File: config.mk
export PLATFORM = sky130hd
export DESIGN_NAME = score_ascii_keeper_flat
export DESIGN_NICKNAME = d
export VERILOG_FILES = /design/src/rtl/score_ascii_keeper_pkg.sv /design/src/rtl/score_ascii_keeper_if.sv /design/src/rtl/score_bcd_counter.sv /design/src/rtl/score_ascii_keeper.sv /design/src/flat_wrapper.sv
export SDC_FILE = /design/constraint.sdc
export NUM_CORES = 1
export LEC_CHECK = 0
export ABC_AREA = 1
export BUFFER_PORTS_ARGS = -buffer_cell sky130_fd_sc_hd__buf_2
export CORE_MARGIN = 2
export CORE_UTILIZATION = 55
export DETAILED_ROUTE_END_ITERATION = 7
export GPL_TIMING_DRIVEN = 0
export PLACE_DENSITY = 0.85
export SLEW_MARGIN = 10
export SYNTH_ARGS = -nofsm -noshare
export SYNTH_HDL_FRONTEND = slang
export SYNTH_SLANG_ARGS = --single-unit
File: constraint.sdc
create_clock -name clk -period 5.35 [get_ports clk]
set_input_delay 1.605 -clock clk [delete_from_list [all_inputs] [get_ports clk]]
set_output_delay 1.605 -clock clk [all_outputs]
set_load 0.01 [all_outputs]
File: src/rtl/score_ascii_keeper_pkg.sv
// score_pkg: ASCII codes, FSM encoding and BCD helpers
// shared by the score keeper and its BCD counter.
package score_pkg;

  localparam logic [6:0] ASCII_ZERO  = 7'h30;
  localparam logic [6:0] ASCII_SPACE = 7'h20;
  localparam logic [6:0] ASCII_ONE   = 7'h31;
  localparam logic [6:0] ASCII_TWO   = 7'h32;

  localparam int BCD_W = 4;

  typedef enum logic {
    PLAY = 1'b0,
    WON  = 1'b1
  } state_e;

  // saturating BCD increment of {tens, units}
  function automatic logic [2*BCD_W-1:0] bcd_next(
    input logic [BCD_W-1:0] t,
    input logic [BCD_W-1:0] u
  );
    if (t == 4'd9 && u == 4'd9) return {t, u};
    if (u == 4'd9) return {t + 4'd1, 4'd0};
    return {t, u + 4'd1};
  endfunction

  // binary value of a 2-digit BCD number
  function automatic logic [6:0] bcd_val(
    input logic [2*BCD_W-1:0] b
  );
    return {3'b0, b[7:4]} * 7'd10 + {3'b0, b[3:0]};
  endfunction

endpackage

File: src/rtl/score_ascii_keeper_if.sv
// score_ascii_keeper_if: point/new-game pulses in,
// ASCII score digits and winner out.
interface score_ascii_keeper_if #(
  parameter int DIG_W = 14
) ();

  logic             my_point;
  logic             op_point;
  logic             new_game;
  logic [DIG_W-1:0] my_score_ASCII_1;
  logic [DIG_W-1:0] my_score_ASCII_0;
  logic [DIG_W-1:0] op_score_ASCII_1;
  logic [DIG_W-1:0] op_score_ASCII_0;
  logic [6:0]       number_of_player;
  logic             game_over;

  modport master (
    output my_point,
    output op_point,
    output new_game,
    input  my_score_ASCII_1,
    input  my_score_ASCII_0,
    input  op_score_ASCII_1,
    input  op_score_ASCII_0,
    input  number_of_player,
    input  game_over
  );

  modport slave (
    input  my_point,
    input  op_point,
    input  new_game,
    output my_score_ASCII_1,
    output my_score_ASCII_0,
    output op_score_ASCII_1,
    output op_score_ASCII_0,
    output number_of_player,
    output game_over
  );

endinterface

File: src/rtl/score_bcd_counter.sv
// score_bcd_counter: 2-digit BCD score, saturating
// at 99, clear has priority over increment.
module score_bcd_counter
  import score_pkg::*;
(
  input  logic             clk,
  input  logic             rst,
  input  logic             clr,
  input  logic             inc,
  output logic [BCD_W-1:0] tens,
  output logic [BCD_W-1:0] units
);

  logic [2*BCD_W-1:0] cnt_q, cnt_d;

  // next count: clear, else saturating increment
  always_comb begin
    cnt_d = cnt_q;
    if (clr) begin
      cnt_d = '0;
    end else if (inc) begin
      cnt_d = bcd_next(cnt_q[7:4], cnt_q[3:0]);
    end
  end

  // count register with synchronous reset
  always_ff @(posedge clk) begin
    if (!rst) begin
      cnt_q <= '0;
    end else begin
      cnt_q <= cnt_d;
    end
  end

  assign tens  = cnt_q[7:4];
  assign units = cnt_q[3:0];

endmodule

File: src/rtl/score_ascii_keeper.sv
// score_ascii_keeper: BCD scores, winner FSM, ASCII out.
// Define LEAD_ZERO_BLANK_EN to blank a zero tens digit.
module score_ascii_keeper
  import score_pkg::*;
#(
  parameter int WIN_SCORE = 10,
  parameter int DIG_W     = 14
) (
  input logic                 clk,
  input logic                 rst,
  score_ascii_keeper_if.slave io
);

  // bit 2: new_game, bit 1: op_point, bit 0: my_point
  logic [2:0] smp_q;
  logic [2:0] hist_q;
  logic [2:0] rise;

  state_e     state_q, state_d;
  logic [6:0] npl_q, npl_d;

  logic       my_inc, op_inc, clr;
  logic [3:0] my_t, my_u, op_t, op_u;
  logic [7:0] my_nxt, op_nxt;
  logic [6:0] my_a1, my_a0, op_a1, op_a0;

  // input sample and one-cycle edge history
  always_ff @(posedge clk) begin
    if (!rst) begin
      smp_q  <= '0;
      hist_q <= '0;
    end else begin
      smp_q  <= {io.new_game, io.op_point, io.my_point};
      hist_q <= smp_q;
    end
  end

  assign rise = smp_q & ~hist_q;

  assign my_nxt = bcd_next(my_t, my_u);
  assign op_nxt = bcd_next(op_t, op_u);

  // FSM next state, counter controls and winner code
  always_comb begin
    state_d = state_q;
    npl_d   = npl_q;
    my_inc  = 1'b0;
    op_inc  = 1'b0;
    clr     = 1'b0;
    unique case (state_q)
      PLAY: begin
        if (rise[2]) begin
          clr   = 1'b1;
          npl_d = ASCII_SPACE;
        end else begin
          my_inc = rise[0];
          op_inc = rise[1];
          if (my_inc &&
              bcd_val(my_nxt) == 7'(WIN_SCORE)) begin
            state_d = WON;
            npl_d   = ASCII_ONE;
          end else if (op_inc &&
              bcd_val(op_nxt) == 7'(WIN_SCORE)) begin
            state_d = WON;
            npl_d   = ASCII_TWO;
          end
        end
      end
      WON: begin
        if (rise[2]) begin
          clr     = 1'b1;
          state_d = PLAY;
          npl_d   = ASCII_SPACE;
        end
      end
    endcase
  end

  // FSM state and winner register
  always_ff @(posedge clk) begin
    if (!rst) begin
      state_q <= PLAY;
      npl_q   <= ASCII_SPACE;
    end else begin
      state_q <= state_d;
      npl_q   <= npl_d;
    end
  end

  score_bcd_counter u_my (
    .clk   (clk),
    .rst   (rst),
    .clr   (clr),
    .inc   (my_inc),
    .tens  (my_t),
    .units (my_u)
  );

  score_bcd_counter u_op (
    .clk   (clk),
    .rst   (rst),
    .clr   (clr),
    .inc   (op_inc),
    .tens  (op_t),
    .units (op_u)
  );

`ifdef LEAD_ZERO_BLANK_EN
  assign my_a1 = (my_t == 4'd0) ? ASCII_SPACE
                                : ASCII_ZERO + {3'b0, my_t};
  assign op_a1 = (op_t == 4'd0) ? ASCII_SPACE
                                : ASCII_ZERO + {3'b0, op_t};
`else
  assign my_a1 = ASCII_ZERO + {3'b0, my_t};
  assign op_a1 = ASCII_ZERO + {3'b0, op_t};
`endif
  assign my_a0 = ASCII_ZERO + {3'b0, my_u};
  assign op_a0 = ASCII_ZERO + {3'b0, op_u};

  assign io.my_score_ASCII_1 = DIG_W'(my_a1);
  assign io.my_score_ASCII_0 = DIG_W'(my_a0);
  assign io.op_score_ASCII_1 = DIG_W'(op_a1);
  assign io.op_score_ASCII_0 = DIG_W'(op_a0);
  assign io.number_of_player = npl_q;
  assign io.game_over        = (state_q == WON);

endmodule

File: src/flat_wrapper.sv
// flat-port wrapper written by rule: the top's interface ports become plain ports
module score_ascii_keeper_flat import score_pkg::*;
#(
  parameter int WIN_SCORE = 10,
  parameter int DIG_W     = 14
)
  (clk, rst, io_my_point, io_op_point, io_new_game, io_my_score_ASCII_1, io_my_score_ASCII_0, io_op_score_ASCII_1, io_op_score_ASCII_0, io_number_of_player, io_game_over);
  score_ascii_keeper_if #(.DIG_W(DIG_W)) io_i ();
  input logic clk;
  input logic rst;
  input wire logic [$bits(io_i.my_point)-1:0] io_my_point;
  input wire logic [$bits(io_i.op_point)-1:0] io_op_point;
  input wire logic [$bits(io_i.new_game)-1:0] io_new_game;
  output wire logic [$bits(io_i.my_score_ASCII_1)-1:0] io_my_score_ASCII_1;
  output wire logic [$bits(io_i.my_score_ASCII_0)-1:0] io_my_score_ASCII_0;
  output wire logic [$bits(io_i.op_score_ASCII_1)-1:0] io_op_score_ASCII_1;
  output wire logic [$bits(io_i.op_score_ASCII_0)-1:0] io_op_score_ASCII_0;
  output wire logic [$bits(io_i.number_of_player)-1:0] io_number_of_player;
  output wire logic [$bits(io_i.game_over)-1:0] io_game_over;
  assign io_i.my_point = io_my_point;
  assign io_i.op_point = io_op_point;
  assign io_i.new_game = io_new_game;
  assign io_my_score_ASCII_1 = io_i.my_score_ASCII_1;
  assign io_my_score_ASCII_0 = io_i.my_score_ASCII_0;
  assign io_op_score_ASCII_1 = io_i.op_score_ASCII_1;
  assign io_op_score_ASCII_0 = io_i.op_score_ASCII_0;
  assign io_number_of_player = io_i.number_of_player;
  assign io_game_over = io_i.game_over;
  score_ascii_keeper #(.WIN_SCORE(WIN_SCORE), .DIG_W(DIG_W)) u_core (.clk(clk), .rst(rst), .io(io_i));
endmodule
After elaboration in Yosys (flattened, before gate mapping):

Cells that the tools add are included.

* reductions and logical operators: 10
* multiply operators: 2
* equal/unequal tests: 8
* order comparisons: 0
* add/subtract/negate cells: 10
* shift operators: 0
* muxes and demuxes: 43
* divide/modulo/power cells: 0
* bitwise gates (word level): 4

Operators by type and width (number)
* $mux 8: 12
* $add 6x4->7 const A: 4
* $mux 7: 4
* $mux 1: 25
* $add 4x1->4 const B: 4
* $eq 4x4->1 const B: 4
* $add 7x4->7: 2
* $eq 7x4->1 const B: 2
* $pmux 7 s2: 1
* $mul 4x3->6 const B: 2
* $reduce_and 2->1: 3
* $logic_and 1x1->1: 4
* $ne 4x1->1 const B: 1
* $reduce_bool 2->1: 2
* $and 3x3->3: 1
* $not 3->3: 1
* $ne 2x1->1 const B: 1
* $not 1->1: 2
* $pmux 1 s2: 1
* $reduce_or 2->1: 1

* memories kept: 0
* output and inout port bits: 64
* logic and storage cells: 85
* bits in latches: 0
* bits in registers: 30
* bits of input ports: 5
* bits in read-only memories: 0
* RAM bits: 0

Longest topological paths before layout:

Gate-level depths: netlist of the first run.

* depth after elaboration: 14
* mapped depth: 21
* depth with buffers taken out: 21

Hierarchy:

From an unflattened synthesis of the first run, not the netlist that was laid out.

* cells, all modules: 390
* area total of the unflattened synthesis: 2548.7 um^2

By module, submodules not included
* score_ascii_keeper: cells an instance 254, seq. area each 200.2 um^2, instances 1, area each 1642.8 um^2
* score_bcd_counter: cells an instance 68, seq. area each 160.2 um^2, instances 2, area each 452.9 um^2

Worst setup path before layout of the first run:

OpenSTA, ideal clock, no wires.

* kind: reg2reg
* start point: register u_core.u_my.cnt_q[5]
* end point: register u_core.npl_q[0] (netlist: u_core.io.number_of_player[0])
* setup time: 0.116 ns
* arrival: 2.982 ns
* cell stages (with the launch flop): 20
* slack: 2.252 ns
* clock period less this slack: 3.098 ns
* required time: 5.234 ns
* path buffers: 0
* cell sequence: dfxtp_1 > inv_1 > ha_1 > nand2_1 > nand2_2 > o21ai_0 > ha_1 > ha_1 > fa_1 > nand2_1 > inv_1 > nand4_1 > o21ai_0 > inv_1 > nand3_1 > nand4_1 > nand2_2 > nand2_2 > nand3_1 > a21oi_1

* cells in the longest elaborated chain, start to end: 11
* elaborated cells between the ends (all ways): 17
* classes of those cells: add/sub: 2; mul: 1; eq/ne: 3; mux: 8; reduce/logical: 3

Ends and longest elaborated chain
* from (decl): line score_bcd_counter.sv:14 `logic [2*BCD_W-1:0] cnt_q, cnt_d;`
* from (signal assigned): line score_bcd_counter.sv:31 `cnt_q <= cnt_d;`
* $add 4x1->4, or another cell as far along: line score_ascii_keeper_pkg.sv:23 `if (u == 4'd9) return {t + 4'd1, 4'd0};`
* $mux 8 / $logic_and 1x1->1 (equally long branches): line score_ascii_keeper_pkg.sv:23, score_ascii_keeper_pkg.sv:22
* $mux 8 / $mux 1 (equally long branches): line score_ascii_keeper_pkg.sv:24, score_ascii_keeper_pkg.sv:22
* $mux 8 *: line score_ascii_keeper_pkg.sv:23
* $mul 4x3->6: line score_ascii_keeper_pkg.sv:31 `return {3'b0, b[7:4]} * 7'd10 + {3'b0, b[3:0]};`
* $add 7x4->7 *: line score_ascii_keeper_pkg.sv:31
* $eq 7x4->1 *: line score_ascii_keeper.sv:59 `bcd_val(my_nxt) == 7'(WIN_SCORE)) begin`
* $logic_and 1x1->1 *: line score_ascii_keeper.sv:58 `if (my_inc &&`
* $mux 7: line score_ascii_keeper.sv:58
* $mux 7: line score_ascii_keeper.sv:52 `if (rise[2]) begin`
* $pmux 7 s2: line score_ascii_keeper.sv:50 `unique case (state_q)`
* to (signal assigned): line score_ascii_keeper.sv:86 `npl_q <= npl_d;`
* to (decl): line score_ascii_keeper.sv:20 `logic [6:0] npl_q, npl_d;`

Mark *: on every way between the ends. The rest lies on a longest branch, timed or not. The select of a mux whose other input is x is not followed.
A chain may end at the register's enable or synchronous reset.

Worst setup path after layout of the first run:

* start point: register u_core.u_my.cnt_q[5]
* end point: register u_core.npl_q[1] (netlist: u_core.io.number_of_player[1])

Same word-level chain as after synthesis.

==> impl_metrics.csv, run 1 <==
group,metric,value,unit
outcome,run_status,"finished clean",
sta,worst_pin_slew,524.6,ps
final_layout,drive_above_1_share,22.11,%
yosys,yosysUniqueCellTypes,25,
routing,ant_nets,0,
placement,place_congestion,0.8891,
final_layout,areaGrowthSynthToFinish,18.12,%
sta,period_share,65.24,%
clocking,clockBufferDepth,2,
final_layout,antenna_cells,0,
setup_path,worstSetupPathType,"reg -> reg",
sta,fin_crit,3490,ps
clocking,cts-buffers-inserted,3,
die,ios,69,
sta,slew_headroom,64.66,%
clocking,htree_num_levels,1,
yosys,seq_area_frac_synth,24.00,%
die,start_util,58.35,%
global_route,antenna_found_initial,0,
setup_path,start_kind,"flip-flop",
routing,via_per_inst,4.463,
yosys,synthesis.area,2168,µm²
sta,fmax,286.5,MHz
min_path,holdPathStages,2,
global_route,gr-total-overflow,0,
die,die_x,66.79,µm
routing,num_vias,1910,
sta,hold_viol,0,
global_route,grt_max_degree,15,
setup_path,critPathCaptureType,"flip-flop",
clocking,cts-root-buf,"clkbuf_8",
yosys,syn_inst,310,
die,dieArea,4461,µm²
sta,fin_skew,5.975,ps
power,p_per_area,155.3,nW/µm²
clocking,cts_tree,"yes",
yosys,synth_seq_cells,26,
power,fin_total_pwr,0.3978,mW
setup_path,reg2regPathDepth,17,
sta,slew_viol_final,0,
setup_path,worstReg2RegStart,"u_core.u_my.cnt_q[5]",
setup_path,worstPathRequired,5520,ps
power,peakVddDrop,160.8,µV
global_route,gr-usage-all-layers,18.49,%
routing,totalWireLength,3943,µm
min_path,hold_path.class,"reg -> reg",
run,cap_violations,0,
routing,detail_route.iter0.violations,89,
setup_path,worst-path-max-fanout,7,
die,die_y,66.79,µm
setup_path,r2r-end,"u_core.io.number_of_player[1]",
final_layout,nets,408,
power,total_leakage_power,1.468,nW
sta,finalSetupViolations,0,
final_layout,stdcell_count,428,
routing,drc,0,
routing,dr.pass1.iters,4,
placement,dp_hpwl,3262,µm
clocking,clk_pin_slew,90,ps
die,num_rows,22,
clocking,clock_latency,270,ps
clocking,cts_resized,0,
die,core,3716,µm²
routing,wl_per_cell,9.213,µm
setup_path,arrival,3660,ps
placement,dp.cells,424,
sta,rsz0062_at_grt,"no",
setup_path,r2r_slack,1860,ps
clocking,ctsHoldBuffers,0,
sta,final.setup.tns,0,ps
yosys,avgSynthCellArea,6.995,µm²
yosys,synth-warning-count,0,
min_path,min_from,"u_core.smp_q[2]",
global_route,grt_pass1_vias,1542,
placement,portBuffers,24,
global_route,grt_pass1_wl,6444,µm
clocking,cts.sinks,26,
min_path,holdPathEnd,"u_core.hist_q[2]",
clocking,post_cts_buffers,0,
registers in the layout, indices dropped and copies added, names as in the netlist:
| name | count |
|---|---|
| u_core.io.game_over | 1 |
| u_core.smp_q | 3 |
| u_core.u_op.cnt_q | 8 |
| u_core.io.number_of_player | 3 |
| u_core.u_my.cnt_q | 8 |
| u_core.hist_q | 3 |
placed cells by master (no fill, tap or decap), types with 8 or more instances in the layout:
cell,count
conb_1,44
nand2_1,50
dfxtp_1,26
ha_1,18
nand3_1,19
nand2_2,8
o21ai_0,23
buf_4,44
nor2_1,22
buf_2,24
a21oi_1,23
inv_1,49
synthesized netlist by cell type:
master	count	share of area, %
mux2i_1	1	0.46
conb_1	2	0.35
clkbuf_1	1	0.17
xor2_1	4	1.6
o21ai_0	23	5.3
xnor2_1	1	0.40
a211oi_1	1	0.35
nor2_4	1	0.52
a21oi_1	23	5.3
o21ai_1	1	0.23
nand3_2	2	0.92
ha_1	18	10
nor3_1	1	0.23
nand4_1	6	1.7
nand3b_1	1	0.35
dfxtp_1	26	24
o21bai_1	1	0.35
nor2_1	22	3.8
nand2_1	50	8.7
nand3_1	19	4.4
nor3_4	1	0.75
fa_1	4	3.7
inv_1	49	8.5
nand2_2	8	2.3
buf_4	44	15
worst max-delay path: stages, from the launching register on:
cell and delay (ps):
dfxtp_1 450, inv_1 70, ha_1 190, nand2_1 100
nand2_2 80, o21ai_0 450, ha_1 320, ha_1 210
fa_1 530, nand2_1 80, o21ai_0 280, inv_1 80
nand3_1 110, nand4_1 140, nand2_2 100, nand2_2 60
nand3_1 60, a21oi_1 60
through the flow:
| stage | hold WS [ps] | cell area [µm²] | utilization [%] | setup WS [ps] |
|---|---|---|---|---|
| after CTS | 433.9 | 2561 | 68.92 | 1877 |
| after global routing | 454.7 | 2561 | 68.92 | 1542 |
| after global placement | 411.6 | 2506 | 67.44 | 1922 |
| final | 432.6 | 2561 | 68.92 | 1860 |
| after floorplan | 407.1 | 2326 | - | 2252 |
| after detailed placement | 422.3 | 2506 | 67.44 | 1889 |
layer usage:
metal,part of all wire [%],GRT usage (%)
met1,47,24.14
met2,44,31.25
met3,9.2,4.561
met4,0.30,3.061
met5,0,0
power by group:
part / total [mW] / internal [mW] / switching, mW
Combinational: 0.0702 / 0.0316 / 0.0386
Clock: 0.125 / 0.0658 / 0.0589
Sequential: 0.203 / 0.198 / 0.00469
Total: 0.398 / 0.296 / 0.102
cell families after synthesis:
family / Yosys count / synth area share, %
mux: 1 / 0.4616
flops: 26 / 24.00
xor+xnor: 5 / 2.020
compound gates: 49 / 11.54
other cells: 2 / 0.3463
simple gates: 111 / 23.66
buf+inv: 94 / 23.89
fa+ha+maj: 22 / 14.08
cell type report:
cell class	instances	area (µm²)
timing repair buffer	24	120.1
sequential	26	520.5
multi-input combinational	232	1287
clock buffer	4	55.05
fill	342	1155
buffer	45	334.1
tap	48	60.06
inverter	49	183.9
how the worst max path moves through the flow:
stage                                     to  cells after the start  slack, ps            startpoint
3_5_place_dp   u_core.io.number_of_player[0]                     17       1890  u_core.u_my.cnt_q[5]
5_1_grt        u_core.io.number_of_player[1]                     18       1540  u_core.u_my.cnt_q[0]
4_1_cts        u_core.io.number_of_player[1]                     17       1880  u_core.u_my.cnt_q[5]
2_1_floorplan  u_core.io.number_of_player[0]                     19       2250  u_core.u_my.cnt_q[5]
3_3_place_gp   u_core.io.number_of_player[0]                     17       1920  u_core.u_my.cnt_q[5]
6_report       u_core.io.number_of_player[1]                     17       1860  u_core.u_my.cnt_q[5]
Note: power is estimated with default switching activity, not from simulation.
==> run 2, diff against run 1 <==
Settings changed: ABC_AREA 1 to 0, CORE_UTILIZATION 55 to 52, PLACE_DENSITY 0.85 to 0.81.
Clock period 5.35 ns to 3.3 ns, I/O delays scaled along.
==> run 2 against run 1 <==
  * The run now ends with negative setup slack left
  * First-iteration DRC count grew 7.9%
  * Combinational power grew 52%
  * Clock skew is essentially flat
  * Critical path depth shrank 2
  * Hold slack gained 30 ps
  * Critical path type unchanged
  * Die area grew 10%
  * Largest power group unchanged
  * Non-clock buffer count grew 22
  * Highest routed layer unchanged
==> impl_metrics.csv, run 2 <==
group,metric,value,unit
routing,via_per_inst,5.012,
yosys,synth_xor_area_share,7.151,%
placement,place_congestion,0.8413,
setup_path,cpPeakStageDelay,630,ps
yosys,ys.flop_type,"dfxtp_1",
power,clock_power_share,31.2,%
power,power.internal,0.4546,mW
final_layout,fin_util,69.32,%
yosys,synthesis.area,2275,µm²
final_layout,nets,380,
setup_path,critPathCaptureType,"flip-flop",
sta,period_share,104.6,%
yosys,synth_top_family_by_area,"simple AND/OR/NAND/NOR gates",
global_route,grt_pass1_vias,1764,
setup_path,path_cells,"inv_2 -> ha_4 -> and3b_2 -> nor2_4 -> nor2_2 -> a21oi_2 -> ha_1 -> ha_4 -> fa_2 -> buf_6 -> nand2_2 -> or3_4 -> a2111oi_4 -> mux2i_4 -> o221a_1",
setup_path,crit_buf_inv,2,
placement,dp.cells,386,
sta,finalWorstSetupSlack,-150.2,ps
yosys,yosysUniqueCellTypes,51,
power,total_leakage_power,1.419,nW
yosys,seq_area_frac_synth,22.88,%
global_route,gr-usage-all-layers,19.21,%
setup_path,worstSetupPathType,"reg -> reg",
min_path,hold_path.class,"reg -> reg",
setup_path,critPathSlowestCell,"fa_2",
clocking,cts_tree,"yes",
final_layout,areaGrowthSynthToFinish,30.86,%
sta,final.setup.tns,-271.9,ps
yosys,syn_inst,268,
clocking,clock_latency,280,ps
global_route,grt_pass1_wl,7665,µm
routing,top_layer_used,"met4",
sta,slew_viol_final,0,
yosys,synth_compound_area_share,13.48,%
yosys,synth_top_area_share,22.88,%
yosys,synthAdderAreaFrac,13.42,%
routing,detail_route.iter0.violations,96,
setup_path,worstReg2RegStart,"u_core.u_my.cnt_q[5]",
yosys,synth_seq_cells,26,
min_path,min_from,"u_core.smp_q[0]",
routing,wl_met2,2590,µm
yosys,ys_async_sr_fraction,0,%
setup_path,worstPathRequired,3480,ps
setup_path,worst-path-max-fanout,4,
sta,hold_viol,0,
routing,totalWireLength,5059,µm
placement,post-place-ws,-431.9,ps
yosys,muxShareOfSynthArea,1.045,%
run,cap_violations,0,
final_layout,top_regs,"u_core.u_my.cnt_q: 8 flops, u_core.u_op.cnt_q: 8 flops",
die,num_rows,24,
setup_path,cpLargestDelayFamily,"adder cells",
setup_path,cp_common_cell,"ha_4",
yosys,avgSynthCellArea,8.488,µm²
yosys,synth_common_cells,"45 x buf_4, 26 x dfxtp_1, 23 x nor2_1",
routing,met3_length,290,µm
die,start_util,52.97,%
routing,m1WireLength,2087,µm
placement,dp_hpwl,3578,µm
final_layout,postLayoutCellArea,2977,µm²
yosys,synth_edf_count,0,
routing,dr.pass1.iters,4,
final_layout,layout_commonest_cell,"buf_4",
routing,num_vias,2025,
routing,ant_nets,0,
power,sw_frac_of_total,26.63,%
power,pwr-share-seq,51.5,%
routing,drc,0,
placement,postPlaceCellArea,2669,µm²
setup_path,arrival,3630,ps
yosys,synth_area_leaders,"dfxtp_1 23%, buf_4 15%, ha_1 9.9%, xnor2_1 4.2%, nor2_1 3.8%",
clocking,clockBufferDepth,2,
final_layout,antenna_cells,0,
sta,fin_crit,3450,ps
outcome,violations,"negative setup slack",
setup_path,start_kind,"flip-flop",
sta,slew_headroom,61.31,%
clocking,cts-root-buf,"clkbuf_8",
placement,portBuffers,24,
power,power.switching,0.1650,mW
die,ios,69,
power,pwr-share-comb,17.3,%
yosys,yosysTopAreaCell,"dfxtp_1",
yosys,synth-warning-count,0,
sta,finalSetupViolations,4,
power,peakVddDrop,158.2,µV
sta,fin_skew,6.378,ps
yosys,synth.most_common_cell,"buf_4",
sta,rsz0062_at_grt,"yes",
clocking,cts.sinks,26,
final_layout,drive_above_1_share,38.07,%
die,dieArea,4920,µm²
routing,wl_per_cell,12.52,µm
clocking,htree_num_levels,1,
die,core,4294,µm²
sta,worst_pin_slew,575.9,ps
global_route,antenna_found_initial,0,
global_route,grt_max_degree,15,
power,p_per_area,208.2,nW/µm²
outcome,run_status,"finished, violations left",
die,die_y,70.14,µm
final_layout,final_cell_mix,"60 x buf_4, 44 x conb_1, 24 x buf_2, 21 x nand2_1, 21 x nor2_1",
clocking,cts-buffers-inserted,3,
sta,fmax,289.8,MHz
yosys,synth-simple-area-share,22.83,%
final_layout,stdcell_count,404,
sta,hold_slack,462.2,ps
global_route,gr-total-overflow,0,
die,die_x,70.14,µm
setup_path,cp-startpoint,"u_core.u_my.cnt_q[5]",
power,fin_total_pwr,0.6197,mW
clocking,clk_pin_slew,90,ps
run 2: changes by cell type in the layout (fill, tap and decap cells not counted), moves of 5 or more:
cell	previous run	this run
a21oi_1	23	9
and2_1	0	9
buf_4	44	60
buf_6	0	5
dfxtp_1	26	18
dfxtp_2	0	5
ha_1	18	12
inv_1	49	8
nand2_1	50	21
nand2_2	8	1
nand3_1	19	11
o21ai_0	23	5
xnor2_1	1	11
run 2: what timing repair did:
item | CTS | global route
resized for setup | 25 | 13
cloned | 0 | 0
endpoints found under the hold margin | 0 | 0
setup endpoints to repair | 4 | 4
pin swaps | 13 | 11
setup buffers | 9 | 8
hold buffers | 0 | 0
run 2: power by group through the flow:
stage                     logic (mW)  clock network [mW]  registers (mW)
after detailed placement       0.100                   0           0.328
after global placement        0.0997                   0           0.327
after global routing           0.116               0.212           0.320
final                          0.107               0.193           0.319
after CTS                      0.102               0.196           0.320
after floorplan               0.0874                   0           0.328
run 2: kinds of logic (layout without fill, tap and decap cells):
logic type / Yosys count / after routing
adder cells (fa/ha/maj): 22 / 22
flip-flops: 26 / 26
multiplexers: 2 / 2
AO/OA/AOI/OAI: 43 / 43
buffers and inverters: 63 / 105
XOR/XNOR: 17 / 17
AND/OR/NAND/NOR: 93 / 93
other: 2 / 44
run 2: worst paths after layout:
check,endpoint,slack [ps],cells after the start
max,u_core.io.number_of_player[1],-150,15
min,u_core.hist_q[0],460,1
max reg2reg,u_core.io.number_of_player[1],-150,15
min reg2reg,u_core.hist_q[0],460,1
run 2: area by class of cell:
| cell class | count | area [µm²] |
|---|---|---|
| fill | 352 | 1318 |
| multi-input combinational | 221 | 1654 |
| buffer | 50 | 382.9 |
| clock buffer | 4 | 45.04 |
| inverter | 10 | 40.04 |
| tap | 52 | 65.06 |
| sequential | 26 | 538.0 |
| timing repair buffer | 41 | 251.5 |
run 2: per-layer routing:
| metal | global-route usage (%) | vias to the layer above |
|---|---|---|
| met5 | 0 | - |
| met1 | 22.24 | 937 |
| met2 | 34.29 | 73 |
| met4 | 7.265 | 0 |
| li1 | - | 998 |
| met3 | 4.329 | 17 |
==> run 3, diff against run 2 <==
Settings changed: CORE_UTILIZATION 52 to 42, PLACE_DENSITY 0.81 to 0.67.
==> run 3 against run 2 <==
  * The run still ends with negative setup slack left
  * Die area is 22% higher
  * Fmax is 0.96% higher
  * Sequential power hardly changed
==> impl_metrics.csv, run 3 (synthesis results as in run 2) <==
group,metric,value,unit
outcome,run_status,"finished, violations left",
outcome,violations,"negative setup slack",
routing,totalWireLength,4967,µm
die,die_x,77.59,µm
setup_path,reg2regPathDepth,15,
global_route,gr-total-overflow,0,
global_route,grt_pass1_vias,1696,
run,cap_violations,0,
routing,detail_route.iter0.violations,98,
setup_path,cpPeakStageDelay,570,ps
setup_path,path_cells,"inv_2 -> ha_4 -> and3b_2 -> nor2_4 -> nor2_2 -> a21oi_2 -> ha_1 -> ha_4 -> fa_2 -> buf_4 -> nand2_1 -> or3_4 -> a2111oi_4 -> mux2i_4 -> o221a_1",
final_layout,top_regs,"u_core.u_my.cnt_q: 8 flops, u_core.u_op.cnt_q: 8 flops",
sta,slew_headroom,57.64,%
die,die_y,77.59,µm
setup_path,r2r_slack,-120,ps
routing,dr.pass1.iters,4,
placement,portBuffers,24,
placement,post-place-ws,-394.3,ps
sta,fin_crit,3417,ps
placement,dp.cells,404,
setup_path,worstSetupPathType,"reg -> reg",
sta,rsz0062_at_grt,"yes",
setup_path,cp_common_cell,"ha_4",
global_route,grt_pass1_wl,7928,µm
setup_path,worstReg2RegStart,"u_core.u_my.cnt_q[5]",
die,dieArea,6020,µm²
sta,fin_skew,9.751,ps
power,p_per_area,211.5,nW/µm²
global_route,gr-usage-all-layers,16.17,%
global_route,antenna_found_initial,0,
setup_path,crit_buf_inv,2,
setup_path,path_depth,15,
final_layout,fillers,475,
routing,wl_per_cell,11.83,µm
clocking,clockBufferDepth,2,
final_layout,stdcell_count,420,
final_layout,layout_commonest_cell,"buf_4",
setup_path,cp-startpoint,"u_core.u_my.cnt_q[5]",
global_route,grt_max_degree,15,
final_layout,final_cell_mix,"60 x buf_4, 44 x conb_1, 24 x buf_2, 21 x nand2_1, 21 x nor2_1",
setup_path,arrival,3590,ps
routing,drc,0,
final_layout,drive_above_1_share,39.43,%
placement,place_congestion,0.8082,
clocking,cts-root-buf,"clkbuf_8",
routing,ant_nets,0,
die,num_rows,26,
final_layout,antenna_cells,0,
final_layout,nets,378,
sta,finalWorstSetupSlack,-117.4,ps
final_layout,areaGrowthSynthToFinish,32.34,%
sta,slew_viol_final,0,
setup_path,cpLargestDelayFamily,"adder cells",
setup_path,worst-path-max-fanout,4,
clocking,ctsHoldBuffers,0,
power,peakVddDrop,147.6,µV
clocking,clk_pin_slew,100,ps
die,ios,69,
power,total_leakage_power,1.423,nW
sta,fmax,292.6,MHz
placement,dp_hpwl,3448,µm
sta,period_share,103.6,%
sta,worst_pin_slew,635.3,ps
die,core,5172,µm²
clocking,cts_tree,"yes",
final_layout,postLayoutCellArea,3010,µm²
clocking,clock_latency,280,ps
setup_path,critPathSlowestCell,"fa_2",
clocking,htree_num_levels,1,
placement,postPlaceCellArea,2691,µm²
setup_path,worstPathRequired,3470,ps
routing,via_per_inst,4.588,
die,start_util,43.98,%
setup_path,start_kind,"flip-flop",
min_path,hold_path.class,"reg -> reg",
setup_path,critPathCaptureType,"flip-flop",
sta,finalSetupViolations,3,
routing,num_vias,1927,
clocking,cts-buffers-inserted,3,
sta,hold_viol,0,
sta,hold_slack,460.0,ps
setup_path,r2r-end,"u_core.io.number_of_player[1]",
clocking,cts.sinks,26,
setup_path,critPathCapture,"u_core.io.number_of_player[1]",
## run 3: cell types whose count changed in the layout (fill, tap and decap cells not counted), sizes merged
cell,previous run,this run
buf,89,87
## run 3: worst min-delay path by stage
stage | end | cells after the start | from
after CTS | u_core.hist_q[0] | 1 | u_core.smp_q[0]
after detailed placement | u_core.hist_q[0] | 1 | u_core.smp_q[0]
after floorplan | u_core.hist_q[0] | 1 | u_core.smp_q[0]
after global routing | u_core.hist_q[0] | 1 | u_core.smp_q[0]
final | u_core.hist_q[0] | 1 | u_core.smp_q[0]
after global placement | u_core.hist_q[0] | 1 | u_core.smp_q[0]
## run 3: metal layers
metal	part of all wire (%)	vias to the layer above	routed length (µm)	track usage [%]
li1	-	997	-	-
met1	45	867	2254	20.91
met2	49	58	2423	27.67
met3	4.8	5	239	2.674
met4	0.99	0	49	4.464
met5	0	-	0	0
## run 3: what timing repair did
item / 4_1_cts / 5_1_grt
endpoints found under the setup margin: 4 / 4
buffers inserted: 8 / 7
pin swaps: 15 / 16
gates resized for setup: 21 / 21
## run 3: layout make-up
class,count,area (µm²),area share [%]
flip-flops and latches,26,536.8,17.83
clock buffers,4,55.05,1.829
well taps,70,87.58,2.909
multi-input cells,221,1679,55.78
inverters,10,40.04,1.330
plain buffers,50,379.1,12.59
repair buffers,39,232.7,7.731
## run 3: worst reg2reg max path: stages, from the launching register on
cell	delay, ps
dfxtp_4	360
inv_2	40
ha_4	140
and3b_2	220
nor2_4	160
nor2_2	50
a21oi_2	120
ha_1	280
ha_4	170
fa_2	570
buf_4	140
nand2_1	70
or3_4	360
a2111oi_4	250
mux2i_4	140
o221a_1	250
## run 3: per-stage QoR
step | utilization (%) | power, mW | setup TNS, ps
4_1_cts | 55.49 | 0.6410 | -309.2
2_1_floorplan | - | 0.4156 | -272.1
3_3_place_gp | 52.03 | 0.4275 | -1248
3_5_place_dp | 52.03 | 0.4282 | -1439
6_report | 58.20 | 0.6367 | -228.8
5_1_grt | 58.20 | 0.6726 | -765.5
## run 3: report_power, final
group          switching, mW  internal [mW]
Combinational         0.0548         0.0496
Sequential           0.00259          0.318
Clock                  0.105          0.107
